File: src/rtl/i2s_pkg.sv
// rtl/i2s_pkg.sv - shared constants and saturation-limit helpers for the I2S DAC transmitter
package i2s_pkg;

  localparam int CLK_DIV_D     = 8;
  localparam int SLOT_BITS_D   = 32;
  localparam int WORD_W_D      = 24;
  localparam int SCALE_SHIFT_D = 8;
  localparam int FRAME_BITS_D  = 2 * SLOT_BITS_D;

  // Limits are 33 bits wide so WORD_W = 32 still has headroom for the comparison.
  function automatic logic signed [32:0] sat_max(input int w);
    return (33'sd1 <<< (w - 1)) - 33'sd1;
  endfunction

  function automatic logic signed [32:0] sat_min(input int w);
    return -(33'sd1 <<< (w - 1));
  endfunction

  localparam logic signed [32:0] SAT_MAX_D = sat_max(WORD_W_D);
  localparam logic signed [32:0] SAT_MIN_D = sat_min(WORD_W_D);

endpackage

File: src/rtl/i2s_sat_scale.sv
// rtl/i2s_sat_scale.sv - arithmetic shift of the mixed sample and saturation to the DAC word width
module i2s_sat_scale
  import i2s_pkg::*;
#(
  parameter int WORD_W      = WORD_W_D,
  parameter int SCALE_SHIFT = SCALE_SHIFT_D
) (
  input  logic [31:0]       sample,
  output logic [WORD_W-1:0] word
);

  localparam logic signed [32:0] HI = sat_max(WORD_W);
  localparam logic signed [32:0] LO = sat_min(WORD_W);

  logic signed [32:0] s;

  always_comb begin
    s = $signed({sample[31], sample}) >>> SCALE_SHIFT;
    if (s > HI)
      word = HI[WORD_W-1:0];
    else if (s < LO)
      word = LO[WORD_W-1:0];
    else
      word = s[WORD_W-1:0];
  end

endmodule

File: src/rtl/i2s_dac_tx.sv
// rtl/i2s_dac_tx.sv - mono I2S transmitter with BCLK/LRCLK generation and one-word holding register
// Optional: I2S_UNDERRUN_MUTE_EN sends a silent frame on underrun instead of repeating the last word.
module i2s_dac_tx
  import i2s_pkg::*;
#(
  parameter int CLK_DIV     = CLK_DIV_D,
  parameter int SLOT_BITS   = SLOT_BITS_D,
  parameter int WORD_W      = WORD_W_D,
  parameter int SCALE_SHIFT = SCALE_SHIFT_D
) (
  input  logic        CLK,
  input  logic        RESET,
  input  logic [31:0] SAMPLE_IN,
  input  logic        SAMPLE_VALID,
  output logic        SAMPLE_READY,
  output logic        SAMPLE_REQ,
  output logic        UNDERRUN,
  output logic        BCLK,
  output logic        LRCLK,
  output logic        DACDAT
);

  localparam int FRAME = 2 * SLOT_BITS;
  localparam int BW    = $clog2(FRAME);
  localparam int DW    = (CLK_DIV > 1) ? $clog2(CLK_DIV) : 1;

  localparam logic [DW-1:0] DIV_LAST = DW'(CLK_DIV - 1);
  localparam logic [BW-1:0] B_LAST   = BW'(FRAME - 1);
  localparam logic [BW-1:0] SLOT_B   = BW'(SLOT_BITS);
  localparam logic [BW-1:0] LR_LO    = BW'(SLOT_BITS - 1);
  localparam logic [BW-1:0] LR_HI    = BW'(FRAME - 2);
  localparam logic [BW-1:0] WORD_B   = BW'(WORD_W);

  logic [DW-1:0]     div_cnt;
  logic [BW-1:0]     bit_cnt;
  logic [WORD_W-1:0] out_word;
  logic [WORD_W-1:0] hold;
  logic              hold_full;
  logic [WORD_W-1:0] sat_word;

  logic              div_wrap;
  logic              fall;
  logic              load;
  logic [BW-1:0]     b_next;
  logic [BW-1:0]     p;
  logic [WORD_W-1:0] word_next;
  logic [WORD_W-1:0] word_shift;
  logic              dat_next;
  logic              lr_next;

  i2s_sat_scale #(
    .WORD_W      (WORD_W),
    .SCALE_SHIFT (SCALE_SHIFT)
  ) u_sat (
    .sample (SAMPLE_IN),
    .word   (sat_word)
  );

  assign SAMPLE_READY = !hold_full;

  // Everything serial is computed for the new bit index b so it lands on the falling BCLK edge.
  always_comb begin
    div_wrap = (div_cnt == DIV_LAST);
    fall     = div_wrap && BCLK;
    b_next   = (bit_cnt == B_LAST) ? '0 : bit_cnt + 1'b1;
    p        = (b_next >= SLOT_B) ? b_next - SLOT_B : b_next;
    load     = fall && (b_next == '0);
    lr_next  = (b_next >= LR_LO) && (b_next <= LR_HI);

    word_next = out_word;
    if (load) begin
      if (hold_full)
        word_next = hold;
      else begin
`ifdef I2S_UNDERRUN_MUTE_EN
        word_next = '0;
`else
        word_next = out_word;
`endif
      end
    end

    word_shift = word_next << p;
    dat_next   = (p < WORD_B) ? word_shift[WORD_W-1] : 1'b0;
  end

  always_ff @(posedge CLK) begin
    if (RESET) begin
      div_cnt    <= '0;
      bit_cnt    <= B_LAST;
      out_word   <= '0;
      hold       <= '0;
      hold_full  <= 1'b0;
      BCLK       <= 1'b0;
      LRCLK      <= 1'b0;
      DACDAT     <= 1'b0;
      SAMPLE_REQ <= 1'b0;
      UNDERRUN   <= 1'b0;
    end else begin
      SAMPLE_REQ <= 1'b0;
      UNDERRUN   <= 1'b0;
      div_cnt    <= div_wrap ? '0 : div_cnt + 1'b1;
      if (div_wrap)
        BCLK <= ~BCLK;

      if (fall) begin
        bit_cnt  <= b_next;
        LRCLK    <= lr_next;
        DACDAT   <= dat_next;
        out_word <= word_next;
      end

      if (load) begin
        SAMPLE_REQ <= 1'b1;
        UNDERRUN   <= !hold_full;
        hold_full  <= 1'b0;
      end

      // A capture in the load cycle with hold empty is kept for the following frame.
      if (SAMPLE_VALID && !hold_full) begin
        hold      <= sat_word;
        hold_full <= 1'b1;
      end
    end
  end

endmodule

File: config.mk
export PLATFORM = sky130hd
export DESIGN_NAME = i2s_dac_tx
export DESIGN_NICKNAME = d
export VERILOG_FILES = /design/src/rtl/i2s_pkg.sv /design/src/rtl/i2s_sat_scale.sv /design/src/rtl/i2s_dac_tx.sv
export SDC_FILE = /design/constraint.sdc
export NUM_CORES = 1
export LEC_CHECK = 0
export CAP_MARGIN = 20
export CORE_UTILIZATION = 30
export CTS_CLUSTER_DIAMETER = 120
export CTS_CLUSTER_SIZE = 28
export DETAILED_ROUTE_END_ITERATION = 10
export GPL_TIMING_DRIVEN = 0
export PLACE_DENSITY = 0.55
export SYNTH_ARGS = -nofsm -noshare
export SYNTH_HDL_FRONTEND = slang
export SYNTH_HIERARCHICAL = 1
export SYNTH_SLANG_ARGS = --single-unit
File: constraint.sdc
create_clock -name CLK -period 6.7 [get_ports CLK]
set_input_delay 1.005 -clock CLK [delete_from_list [all_inputs] [get_ports CLK]]
set_output_delay 1.005 -clock CLK [all_outputs]
set_load 0.005 [all_outputs]
Yosys cells after proc, flatten, opt, wreduce, memory -nomap -nowiden. Cells that the tools add are included.

Register bits after elaboration: 63. Word-level logic and storage cells: 43.

Add/subtract/negate cells: 3. Magnitude comparators: 6. Equality and inequality tests: 2. Shifts and indexed selects: 1. Multiplexer cells: 10. Bitwise gates (word level): 2. Reductions and logical operators: 9.

Operator list (number): $mux W24 (4); $gt A24 B24 Y1 const B (1); $lt A24 B24 Y1 const B (1); $shl A24 B6 Y24 (1); $mux W6 (2); $add A6 B1 Y6 const B (1); $eq A6 B6 Y1 const B (1); $ge A6 B5 Y1 const B (1); $ge A6 B6 Y1 const B (1); $le A6 B6 Y1 const B (1); $logic_not A6 Y1 (1); $lt A6 B5 Y1 const B (1); $sub A6 B6 Y6 const B (1); $logic_and A1 B1 Y1 (4); $mux W1 (4); $reduce_or A2 Y1 (2); $add A3 B1 Y3 const B (1); $eq A3 B3 Y1 const B (1); $not A1 Y1 (2); $reduce_bool A2 Y1 (1); $logic_not A1 Y1 (1).

Longest topological paths before layout.
Depth in word-level cells: 7. Depth in mapped cells: 11. Gate-level depth less buffers: 9.

By module. The synthesis kept the hierarchy.

By module, submodules not included: i2s_dac_tx (instances 1, cells each 331, area an instance 2796.4 µm², seq. area each 1261.2 µm²); i2s_sat_scale (instances 1, cells each 24, area an instance 90.1 µm², seq. area each 0.0 µm²).

Least setup slack after synthesis. Ideal clock, no wire load.

Path type: reg2reg. From: register bit_cnt[0]. To: register DACDAT. Arrival time: 2383 ps. Data required time: 6565 ps. Slack: 4183 ps. Stages on the path, launching flop included: 12. Clock period less this slack: 2517 ps. Cell sequence: dfxtp_1 > ha_1 > buf_2 > nand2_1 > nor3_1 > nor3_1 > nor4_4 > buf_6 > mux2i_1 > nand2_1 > a311oi_1 > o2111ai_1.

Word-level cells in the longest chain between the ends: 7. Elaborated cells between the ends (all ways): 12. Those cells by class: add/sub: 2; order compare: 2; eq/ne: 1; shift: 1; mux: 4; reduce/logical: 2.

Ends and longest elaborated chain: start: declaration (line i2s_dac_tx.sv:35) `logic [BW-1:0] bit_cnt;`; start signal: assignment (line i2s_dac_tx.sv:107) `bit_cnt <= b_next;`; $add A6 B1 Y6 or $eq A6 B6 Y1 (tied branches) (line i2s_dac_tx.sv:65) `b_next = (bit_cnt == B_LAST) ? '0 : bit_cnt + 1'b1;`; $mux W6 * (line i2s_dac_tx.sv:65); parallel branches: the longest is 4 deep, another holds $sub A6 B6 Y6; $mux W1 * (line i2s_dac_tx.sv:84) `dat_next = (p < WORD_B) ? word_shift[WORD_W-1] : 1'b0;`; end signal: assignment (line i2s_dac_tx.sv:109) `DACDAT <= dat_next;`; end: declaration (line i2s_dac_tx.sv:20) `output logic DACDAT`.

Mark *: on every way between the ends. A chain may end at the register's enable or synchronous reset.

Final worst setup path.
From: register bit_cnt[1]. To: register DACDAT.

Same word-level chain as after synthesis.

==> metrics <==
busiest metal layer after global routing met2; YS warnings 6; setup tns final 0 ns; hold_buf cts 0; pwr dens 241 mW/mm2; complex-gate fraction of the synthesized area 13.3%; Adder-Cell Fraction of Synth Area 2.60%; relative slew slack 59.9%; final WL 6480 um; Final Hold Vio Count 0; initial antenna violation count 0; global-route wire length before repair 10800 um; Reg2Reg Depth 11; Initial Utilization 31.1%; Final Wtd Congestion 0.816; Layout Nets between 400 and 500; Synth Area in Simple Gates 21.8%; status complete, no violations; worst skew pair latency around 0.34 ns; die width about 100 um; Mapped Area 0.00289 mm2; CTS tree done; fraction of registers with async set/reset 0%; synth cell count leaders nand2_1 (70), dfxtp_1 (63), clkbuf_1 (41); Clock Skew about 0.0074 ns; port bufs 8; largest net degree at the start of global routing 11; most common cell in the netlist nand2_1; die height 100 um; worst endpoint required time 6.91 ns; post-CTS resize count 0; final clock period utilization by the worst path between 40% and 50%; number of fill cells in the layout 1034; area grow syn2layout 16.3%; ys flop type dfxtp_1; crit path kind flop to flop; Tot GR Track Use 14.0%; setup slack at placement between 3 and 4 ns; Final Non-Filler Cells 507; r2r setup slk 3.74 ns; final total power 808 uW; mux contribution to synthesized area 9.71%; post-CTS setup buffers 0; # diodes 0; share of the synthesized area in the top cell type 43.7%; RSZ-0062 raised after global routing no; clock-pin slew on the worst setup and hold paths roughly 0.070 ns; global-route met2 utilization 22.6%; worst hold path class flop to flop; Routed Antenna Nets 0; crit path capture DACDAT; row cnt 35; die area 0.0100 mm2; Syn Nets roughly 400; Worst R2R Start bit_cnt[1]; Max FO, Critical Path 10; drc violations 0; DR vias 2388; drt first pass iters 6; CTS Buffer Depth 2; CP arrival 3.18 ns; post-synthesis sequential area ratio 43.7%; MaxCap Viol Count 0; max-slew violations 0; dpl cells about 490; Avg Inst Size Synth 8.13 um2; Area contributors post-synth dfxtp_1 (44%), mux2i_1 (9.7%), nand2_1 (9.1%); actual slew at the worst max-slew pin 0.597 ns; post-synth top area cell dfxtp_1; vias in the first global route 2254; Vias/cell 4.71; FF/Latch Area 0.00126 mm2; Peak Freq 0.337 GHz; clk sinks 63; placed wire-length estimate approximately 4800 um; Post-DP Area roughly 0.0031 mm2; TritonCTS Buffers 9; Crit. End Element flop; grt ovf 0; XOR/XNOR Fraction of Synth Area 1.52%; Util after Layout 36.2%; crit start category flop; largest family of logic cells by synthesized area simple AND/OR/NAND/NOR gates; Final setup viols 0; crit path from bit_cnt[1]; Static Leak 1.19 nW; flops & latches, synth 63; design area 0.00336 mm2; initial drt markers 107; final worst path period need ~3 ns; # IOs 41; share of cells above drive strength 1 7.41%; footprint of the multi-input gates 0.00141 mm2; H-tree level count 3; Root Buffer clkbuf_8; worst setup margin 3.74 ns; FF-to-FF End DACDAT; synthesized instance count 355; GR Util met3 3.83%; met1 Resource Use GR 17.4%; maximum VDD drop 0.0000874 V; average wire per standard cell 12.8 um; core footprint a little over 0.009 mm2; number of synthesized flops with an enable pin 0; Netlist cell types 46; WHS 0.436 ns
==> report_power, final <==
| part | leakage [nW] | total [mW] | internal [mW] | switching [mW] |
|---|---|---|---|---|
| Combinational | 0.564 | 0.0378 | 0.0148 | 0.0230 |
| Clock | 0.118 | 0.380 | 0.237 | 0.143 |
| Sequential | 0.512 | 0.390 | 0.385 | 0.00579 |
==> layout by cell type, fill, tap and decap left out, drive strengths merged, types with 4 or more instances in the layout <==
| master | n |
|---|---|
| nor2 | 37 |
| clkbuf | 53 |
| inv | 5 |
| dfxtp | 63 |
| ha | 6 |
| clkdlybuf4s50 | 8 |
| nor3 | 9 |
| nor3b | 4 |
| buf | 6 |
| a211o | 4 |
| o21ai | 7 |
| nand2 | 71 |
| nor4 | 4 |
| a21oi | 32 |
| mux2i | 28 |
==> worst max-delay path, cell delays in order, from the launching register on <==
cell	delay, ns
dfxtp_1	0.54
ha_1	0.21
buf_2	0.22
nand2_1	0.08
nor3_1	0.18
nor3_1	0.12
nor4_4	0.40
buf_6	0.23
mux2i_1	0.30
nand2_1	0.09
a311oi_1	0.31
o2111ai_1	0.15
==> how the worst min path moves through the flow <==
stage          slack [ns]  startpoint    endpoint  cells after the start
6_report             0.44  div_cnt[0]  div_cnt[0]                      1
5_1_grt              0.47  div_cnt[0]  div_cnt[0]                      1
4_1_cts              0.44  div_cnt[0]  div_cnt[0]                      1
3_5_place_dp         0.43  div_cnt[0]  div_cnt[0]                      1
3_3_place_gp         0.41  div_cnt[0]  div_cnt[0]                      1
2_1_floorplan        0.40  div_cnt[0]  div_cnt[0]                      1
==> layer usage <==
| metal | vias up | wire (um) |
|---|---|---|
| met5 | - | 0 |
| met4 | 0 | 97 |
| met3 | 11 | 282 |
| met2 | 55 | 3040 |
| met1 | 1105 | 3060 |
| li1 | 1217 | - |
==> cell type report <==
type | instances | area share (%)
repair buffers | 8 | 2.38
flip-flops and latches | 63 | 37.6
well taps | 129 | 4.81
clock buffers | 12 | 4.92
plain buffers | 47 | 5.81
inverters | 5 | 0.559
clock inverters | 3 | 1.94
multi-input cells | 240 | 42.0
==> cell families (layout without fill, tap and decap cells) <==
family	Yosys count	in the layout
simple gates	139	139
xor+xnor	5	5
fa+ha+maj	6	6
mux	28	28
buf+inv	52	75
flops	63	63
compound gates	62	62
==> flip-flops by register name (all words and copies together), names as in the netlist <==
name        flops
out_word       24
BCLK            1
SAMPLE_REQ      1
hold_full       1
bit_cnt         6
DACDAT          1
hold           24
UNDERRUN        1
LRCLK           1
div_cnt         3
Note: power is estimated with default switching activity, not from simulation.
